[config.mk]
export PLATFORM = sky130hd
export DESIGN_NAME = ddr5_bank_cmd_sequencer
export DESIGN_NICKNAME = d
export VERILOG_FILES = /design/src/rtl/ddr5_bank_cmd_sequencer.sv
export SDC_FILE = /design/constraint.sdc
export NUM_CORES = 1
export LEC_CHECK = 0
export ABC_AREA = 1
export BUFFER_PORTS_ARGS = -buffer_cell sky130_fd_sc_hd__buf_2
export CAP_MARGIN = 20
export CORE_AREA = 2 2 232 234
export DETAILED_ROUTE_END_ITERATION = 10
export DIE_AREA = 0 0 234 236
export PLACE_DENSITY = 0.66
export REMOVE_ABC_BUFFERS = 1
export SLEW_MARGIN = 20
export SYNTH_ARGS = -nofsm -noshare
export SYNTH_HDL_FRONTEND = slang
export SYNTH_SLANG_ARGS = --single-unit
[constraint.sdc]
create_clock -name clk_i -period 4.5 [get_ports clk_i]
set_input_delay 0.9 -clock clk_i [delete_from_list [all_inputs] [get_ports clk_i]]
set_output_delay 0.9 -clock clk_i [all_outputs]
set_load 0.005 [all_outputs]
[src/rtl/ddr5_bank_cmd_sequencer.sv]
// rtl/ddr5_bank_cmd_sequencer.sv - turns one request at a time into PRE/ACT/RD/WR
// (or PREA/REF for refresh) with open-page row tracking and tRP/tRCD/tCCD/tRFC spacing.
module ddr5_bank_cmd_sequencer #(
  parameter int N_BG   = 8,
  parameter int N_BANK = 4,
  parameter int T_RP   = 4,
  parameter int T_RCD  = 4,
  parameter int T_CCD  = 2,
  parameter int T_RFC  = 10,
  parameter int BG_W   = $clog2(N_BG),
  parameter int BK_W   = $clog2(N_BANK)
) (
  input  logic            clk_i,
  input  logic            rst_i,
  input  logic            req_valid_i,
  output logic            req_ready_o,
  input  logic [1:0]      req_op_i,
  input  logic [15:0]     req_row_i,
  input  logic [9:0]      req_col_i,
  input  logic [BG_W-1:0] req_bg_i,
  input  logic [BK_W-1:0] req_bank_i,
  input  logic            ref_req_i,
  output logic            ref_ack_o,
  output logic            cmd_valid_o,
  output logic [2:0]      cmd_type_o,
  output logic [BG_W-1:0] cmd_bg_o,
  output logic [BK_W-1:0] cmd_bank_o,
  output logic [15:0]     cmd_row_o,
  output logic [9:0]      cmd_col_o,
  output logic            req_done_o
);

  localparam int NB    = N_BG * N_BANK;
  localparam int BIX_W = $clog2(NB);
  localparam int T_M1  = (T_RP > T_RCD) ? T_RP : T_RCD;
  localparam int T_M2  = (T_CCD > T_RFC) ? T_CCD : T_RFC;
  localparam int T_MAX = (T_M1 > T_M2) ? T_M1 : T_M2;
  localparam int TW    = $clog2(T_MAX) + 1;

  localparam logic [2:0] C_NOP = 3'd0, C_ACT = 3'd1, C_RD = 3'd2, C_WR = 3'd3,
                         C_PRE = 3'd4, C_PREA = 3'd5, C_REF = 3'd6;

  typedef enum logic [3:0] {
    S_IDLE, S_CHECK, S_PRE, S_WAIT_RP, S_ACT, S_WAIT_RCD,
    S_COL, S_WAIT_CCD, S_PREA, S_WAIT_RPA, S_REF, S_WAIT_RFC
  } state_t;

  state_t          state_q, state_d;
  logic [TW-1:0]   timer_q, timer_d;
  logic [NB-1:0]   open_q;
  logic [15:0]     row_tbl_q [NB];

  logic [1:0]      lat_op_q;
  logic [15:0]     lat_row_q;
  logic [9:0]      lat_col_q;
  logic [BG_W-1:0] lat_bg_q;
  logic [BK_W-1:0] lat_bank_q;
  logic [BIX_W-1:0] bidx;

  logic            ready_q, ready_d;
  logic            cmd_valid_q, cmd_valid_d;
  logic [2:0]      cmd_type_q, cmd_type_d;
  logic [BG_W-1:0] cmd_bg_q, cmd_bg_d;
  logic [BK_W-1:0] cmd_bank_q, cmd_bank_d;
  logic [15:0]     cmd_row_q, cmd_row_d;
  logic [9:0]      cmd_col_q, cmd_col_d;
  logic            done_q, done_d;
  logic            ack_q, ack_d;
  logic            accept;

  assign bidx        = BIX_W'(lat_bg_q) * BIX_W'(N_BANK) + BIX_W'(lat_bank_q);
  // Refresh gates the handshake immediately so a pending request cannot slip in ahead of it.
  assign req_ready_o = ready_q & ~ref_req_i;
  assign accept      = req_valid_i & req_ready_o;

  always_comb begin
    state_d = state_q;
    timer_d = timer_q;
    unique case (state_q)
      S_IDLE: begin
        if (ref_req_i)   state_d = (|open_q) ? S_PREA : S_REF;
        else if (accept) state_d = S_CHECK;
      end
      S_CHECK: begin
        if (open_q[bidx]) state_d = (row_tbl_q[bidx] == lat_row_q) ? S_COL : S_PRE;
        else              state_d = S_ACT;
      end
      S_PRE: begin
        if (T_RP > 1) begin state_d = S_WAIT_RP; timer_d = TW'(T_RP - 1); end
        else state_d = S_ACT;
      end
      S_ACT: begin
        if (T_RCD > 1) begin state_d = S_WAIT_RCD; timer_d = TW'(T_RCD - 1); end
        else state_d = S_COL;
      end
      S_COL: begin
        if (T_CCD > 1) begin state_d = S_WAIT_CCD; timer_d = TW'(T_CCD - 1); end
        else state_d = S_IDLE;
      end
      S_PREA: begin
        if (T_RP > 1) begin state_d = S_WAIT_RPA; timer_d = TW'(T_RP - 1); end
        else state_d = S_REF;
      end
      S_REF: begin
        if (T_RFC > 1) begin state_d = S_WAIT_RFC; timer_d = TW'(T_RFC - 1); end
        else state_d = S_IDLE;
      end
      S_WAIT_RP, S_WAIT_RCD, S_WAIT_CCD, S_WAIT_RPA, S_WAIT_RFC: begin
        if (timer_q <= TW'(1)) begin
          unique case (state_q)
            S_WAIT_RP:  state_d = S_ACT;
            S_WAIT_RCD: state_d = S_COL;
            S_WAIT_RPA: state_d = S_REF;
            default:    state_d = S_IDLE;
          endcase
        end else begin
          timer_d = timer_q - TW'(1);
        end
      end
      default: state_d = S_IDLE;
    endcase
  end

  // Outputs are registered from the state being entered, so each command appears in its own state's cycle.
  always_comb begin
    ready_d     = 1'b0;
    cmd_valid_d = 1'b0;
    cmd_type_d  = C_NOP;
    cmd_bg_d    = '0;
    cmd_bank_d  = '0;
    cmd_row_d   = '0;
    cmd_col_d   = '0;
    done_d      = 1'b0;
    ack_d       = 1'b0;
    unique case (state_d)
      S_IDLE: ready_d = 1'b1;
      S_PRE: begin
        cmd_valid_d = 1'b1; cmd_type_d = C_PRE;
        cmd_bg_d = lat_bg_q; cmd_bank_d = lat_bank_q;
      end
      S_ACT: begin
        cmd_valid_d = 1'b1; cmd_type_d = C_ACT;
        cmd_bg_d = lat_bg_q; cmd_bank_d = lat_bank_q; cmd_row_d = lat_row_q;
      end
      S_COL: begin
        cmd_valid_d = 1'b1; cmd_type_d = (lat_op_q == 2'd1) ? C_WR : C_RD;
        cmd_bg_d = lat_bg_q; cmd_bank_d = lat_bank_q; cmd_col_d = lat_col_q;
        done_d = 1'b1;
      end
      S_PREA: begin cmd_valid_d = 1'b1; cmd_type_d = C_PREA; end
      S_REF:  begin cmd_valid_d = 1'b1; cmd_type_d = C_REF; ack_d = 1'b1; end
      default: ;
    endcase
  end

  always_ff @(posedge clk_i) begin
    if (rst_i) begin
      state_q     <= S_IDLE;
      timer_q     <= '0;
      open_q      <= '0;
      lat_op_q    <= '0;
      lat_row_q   <= '0;
      lat_col_q   <= '0;
      lat_bg_q    <= '0;
      lat_bank_q  <= '0;
      ready_q     <= 1'b1;
      cmd_valid_q <= 1'b0;
      cmd_type_q  <= C_NOP;
      cmd_bg_q    <= '0;
      cmd_bank_q  <= '0;
      cmd_row_q   <= '0;
      cmd_col_q   <= '0;
      done_q      <= 1'b0;
      ack_q       <= 1'b0;
    end else begin
      state_q     <= state_d;
      timer_q     <= timer_d;
      ready_q     <= ready_d;
      cmd_valid_q <= cmd_valid_d;
      cmd_type_q  <= cmd_type_d;
      cmd_bg_q    <= cmd_bg_d;
      cmd_bank_q  <= cmd_bank_d;
      cmd_row_q   <= cmd_row_d;
      cmd_col_q   <= cmd_col_d;
      done_q      <= done_d;
      ack_q       <= ack_d;
      if (state_q == S_IDLE && state_d == S_CHECK) begin
        lat_op_q   <= req_op_i;
        lat_row_q  <= req_row_i;
        lat_col_q  <= req_col_i;
        lat_bg_q   <= req_bg_i;
        lat_bank_q <= req_bank_i;
      end
      if (state_d == S_PRE)  open_q[bidx] <= 1'b0;
      if (state_d == S_ACT)  open_q[bidx] <= 1'b1;
      if (state_d == S_PREA) open_q       <= '0;
    end
  end

  // Row contents only matter while the open bit is set, so the table needs no reset.
  always_ff @(posedge clk_i) begin
    if (!rst_i && state_d == S_ACT) row_tbl_q[bidx] <= lat_row_q;
  end

  assign cmd_valid_o = cmd_valid_q;
  assign cmd_type_o  = cmd_type_q;
  assign cmd_bg_o    = cmd_bg_q;
  assign cmd_bank_o  = cmd_bank_q;
  assign cmd_row_o   = cmd_row_q;
  assign cmd_col_o   = cmd_col_q;
  assign req_done_o  = done_q;
  assign ref_ack_o   = ack_q;

endmodule
==> PnR_summary.wiki <==
{| class="wikitable"
! Metric !! Value
|-
| Wire length per cell || 21.3 µm
|-
| Final worst clock skew || 29.4 ps
|-
| Startpoint of the lowest-slack register-to-register path || lat_bank_q[1]
|-
| Detail Placement HPWL || 46.6 mm
|-
| Kind of start point of the critical path || register
|-
| Number of placement rows || 85
|-
| Final weighted congestion in routability-driven placement || 0.934
|-
| Worst Min Path Start || lat_col_q[9]
|-
| RSZ-0062 raised after global routing || false
|-
| Highest attainable clock frequency || 237 MHz
|-
| Overall power || 16700 µW
|-
| Setup TNS || 0 ps
|-
| Count of cell types in the netlist || 33
|-
| Number of max-cap violations || 0
|-
| Final worst-path cycle share || 0.937
|-
| Number of vias in the routed layout || 19.8k
|-
| Worst R2R Setup Slack || 290 ps
|-
| Worst skew pair latency || 610 ps
|-
| Crit path max fanout || 34
|-
| TritonCTS clock tree || yes
|-
| Reported net switching power || 5440 µW
|-
| Worst endpoint required time || 4970 ps
|-
| Clock-pin slew reported for the worst setup and hold paths after clock tree synthesis || 60 ps
|-
| Total overflow reported by the global router || 0
|-
| Sink Count || 624
|-
| DRC violation total after the first TritonRoute iteration || 2563
|-
| Dominant synthesized flop cell || sky130_fd_sc_hd__edfxtp_1
|-
| Area growth from synthesis to layout || 14.8%
|-
| Part of the Yosys area used for sequential elements || 0.673
|-
| Clock H-tree levels || 3
|-
| DRC violation count after routing || 0
|-
| Final number of max-transition violations || 0
|-
| Port Buf Inserts || 74
|-
| Critical path endpoint category || register
|-
| Seq pwr share || 0.406
|-
| CTS Buf Count || 68
|-
| Die H || 236 µm
|-
| Setup CP Type || register to register
|-
| Internal power || 11300 µW
|-
| Clock root buffer || sky130_fd_sc_hd__clkbuf_16
|-
| Share of flip-flops with an asynchronous set or reset after synthesis || 0
|-
| Cell count of the worst hold path || 2
|-
| Endpoint of the worst register-to-register path || cmd_bank_o[1]
|-
| Mean instance size in the synthesized netlist || 9.60 µm²
|-
| Final Non-Filler Cells || 3581
|-
| Busiest grt layer || met2
|-
| Global Route met1 Usage || 0.381
|-
| Post-CTS repair timing setup buffer count || 0
|-
| Average vias per placed instance || 5.53
|-
| Worst reg2reg path depth || 16
|-
| Post-detailed-placement cell area || 27600 µm²
|-
| Power density cells || 557 nW/µm²
|-
| Share of final-layout standard cells stronger than drive strength 1 || 0.104
|-
| Rel. slew slack || 0.297
|-
| Cells resized by post-CTS repair || 0
|-
| Yosys warning total || 0
|-
| Final standard cell area without fillers || 30100 µm²
|-
| Vias in the first global route || 19.1k
|-
| Largest vdd supply drop || 0.408 mV
|-
| Hold buffer count at CTS || 0
|-
| Routing usage on met2 || 0.432
|-
| Total of flip-flops plus latches after synthesis || 624
|-
| First-pass iteration count of the detailed router || 6
|-
| Core Util, Final || 0.567
|-
| Worst Tran Pin Value || 1050 ps
|-
| Final critical path time including I/O delays and setup || 4210 ps
|-
| Antenna Diode Count || 0
|-
| Post-placement cell count || 3456
|-
| Switching part of the total || 0.325
|-
| Status || finished clean
|-
| Post-synthesis cell area || 26200 µm²
|-
| Leakage power total || 0.0126 µW
|-
| DIE WIDTH || 234 µm
|-
| Placeable Area || 53100 µm²
|-
| Wire length reported by the detailed router || 76.4 mm
|-
| Final Hold Vio Count || 0
|-
| Post-route ant nets || 0
|-
| Ports placed on the boundary || 75
|-
| Final setup violation count || 0
|-
| Maximum number of pins on one net before global-route repair || 126
|-
| Wire length of the first global-routing pass || 115 mm
|-
| Power share of the combinational group || 0.232
|-
| Clock share of power || 0.362
|-
| Min-Delay Path Class || register to register
|-
| Nets@finish || 2871
|-
| Met3 Usage GRT || 0.0643
|-
| Instance count of the mapped netlist || 2729
|-
| Data arrival at the endpoint of the critical path || 4680 ps
|-
| Starting utilization of the core area || 0.493
|-
| All-Layer GR Usage || 0.280
|-
| Endpoint of the worst hold path || cmd_col_o[9]
|-
| Area of the die || 55200 µm²
|-
| Count of flip-flops with a built-in enable after synthesis || 512
|-
| Max Root-Sink Buffers || 3
|-
| Antenna violations before repair || 2
|}
-- final cells by class --
class	instances	area (µm²)
clock buffer	94	1980
clock inverter	29	453
fill	4508	23000
inverter	139	529
multi-input combinational	1839	7470
sequential	624	17600
tap	696	871
timing repair buffer	160	1140
-- how the worst max path moves through the flow --
stage                    endpoint          start  slack (ps)
floorplan           cmd_bank_o[0]  lat_bank_q[0]       -5010
global placement      cmd_bg_o[2]  lat_bank_q[0]         200
detailed placement  cmd_bank_o[0]  lat_bank_q[0]         210
CTS                   cmd_bg_o[2]  lat_bank_q[0]         180
global route          cmd_bg_o[2]  lat_bank_q[1]          70
finish              cmd_bank_o[1]  lat_bank_q[1]         290
-- synth_stat cells (all sizes together), types with 10 or more instances --
cell type	count	share of area
o22ai	14	0.0033
nand4	41	0.0098
nand3	103	0.020
o21ai	63	0.012
buf	75	0.015
a21oi	48	0.0093
inv	139	0.020
dfxtp	112	0.086
clkbuf	53	0.0076
nor3	10	0.0031
nor2	187	0.027
nand2	1352	0.19
edfxtp	512	0.59
-- power by group through the flow --
| stage | clock [µW] | sequential (µW) | combinational [µW] |
|---|---|---|---|
| floorplan | 0 | 7080 | 1980 |
| global route | 6370 | 6800 | 4200 |
| detailed placement | 0 | 6900 | 3750 |
| CTS | 6110 | 6790 | 3770 |
| global placement | 0 | 6900 | 3710 |
| finish | 6060 | 6800 | 3890 |
-- registers in the layout (all words and copies together), names as in the netlist, 2 cells and up --
name	flops
lat_col_q	10
state_q	4
lat_bank_q	2
cmd_bank_o	2
cmd_bg_o	3
lat_row_q	16
cmd_row_o	16
cmd_col_o	10
cmd_type_o	3
row_tbl_q	512
open_q	32
lat_bg_q	3
lat_op_q	2
timer_q	5
-- routing by layer --
| layer | up-vias | wire length (µm) |
|---|---|---|
| li1 | 9123 | - |
| met1 | 9458 | 30500 |
| met2 | 1047 | 35000 |
| met3 | 184 | 7950 |
| met4 | 2 | 2940 |
| met5 | - | 12 |
-- cells in the final DEF, fill, tap and decap left out, types with 5 or more instances in the layout --
cell type and count:
sky130_fd_sc_hd__bufinv_16 12, sky130_fd_sc_hd__clkbuf_8 5, sky130_fd_sc_hd__buf_2 74, sky130_fd_sc_hd__clkbuf_1 13
sky130_fd_sc_hd__nor3_2 7, sky130_fd_sc_hd__nand2_2 6, sky130_fd_sc_hd__clkbuf_16 74, sky130_fd_sc_hd__buf_12 8
sky130_fd_sc_hd__nand4_1 41, sky130_fd_sc_hd__buf_4 76, sky130_fd_sc_hd__o22ai_1 14, sky130_fd_sc_hd__dfxtp_1 110
sky130_fd_sc_hd__inv_1 125, sky130_fd_sc_hd__nor4_1 9, sky130_fd_sc_hd__nand2_1 1346, sky130_fd_sc_hd__o21ai_0 60
sky130_fd_sc_hd__a21oi_1 47, sky130_fd_sc_hd__inv_2 12, sky130_fd_sc_hd__clkinv_2 10, sky130_fd_sc_hd__nor2_1 185
sky130_fd_sc_hd__nand3_1 103, sky130_fd_sc_hd__edfxtp_1 512
-- cell families (layout without fill, tap and decap cells) --
family                     count (synthesis)  count (layout)  share of synthesized area
xor gates and xnor gates                   1               1                   0.000335
buffers and inverters                    267             422                     0.0427
and+or+nand+nor                         1704            1705                      0.257
AOI/OAI and AO/OA                        131             131                     0.0265
DFF                                      624             624                      0.673
adders and majority gates                  2               2                   0.000955
-- through the flow --
| stage | hold WS [ps] | worst slack, ps |
|---|---|---|
| CTS | 438 | 182 |
| floorplan | 416 | -5010 |
| global route | 462 | 73.5 |
| detailed placement | 434 | 210 |
| global placement | 427 | 200 |
| finish | 436 | 286 |
-- worst max-delay path, stage by stage (launching register included) --
cell and delay, ps:
sky130_fd_sc_hd__dfxtp_4 370, sky130_fd_sc_hd__buf_4 390, sky130_fd_sc_hd__nor2_1 220, sky130_fd_sc_hd__inv_2 380
sky130_fd_sc_hd__o22ai_1 140, sky130_fd_sc_hd__o21ai_0 340, sky130_fd_sc_hd__nand4_1 250, sky130_fd_sc_hd__or2_1 330
sky130_fd_sc_hd__nand2_1 120, sky130_fd_sc_hd__nand2_1 130, sky130_fd_sc_hd__nand2_1 110, sky130_fd_sc_hd__inv_2 290
sky130_fd_sc_hd__nand4_1 250, sky130_fd_sc_hd__buf_4 330, sky130_fd_sc_hd__nand3_1 190, sky130_fd_sc_hd__nand2_1 190
sky130_fd_sc_hd__nor2_1 50
Note: power is estimated with default switching activity, not from simulation.
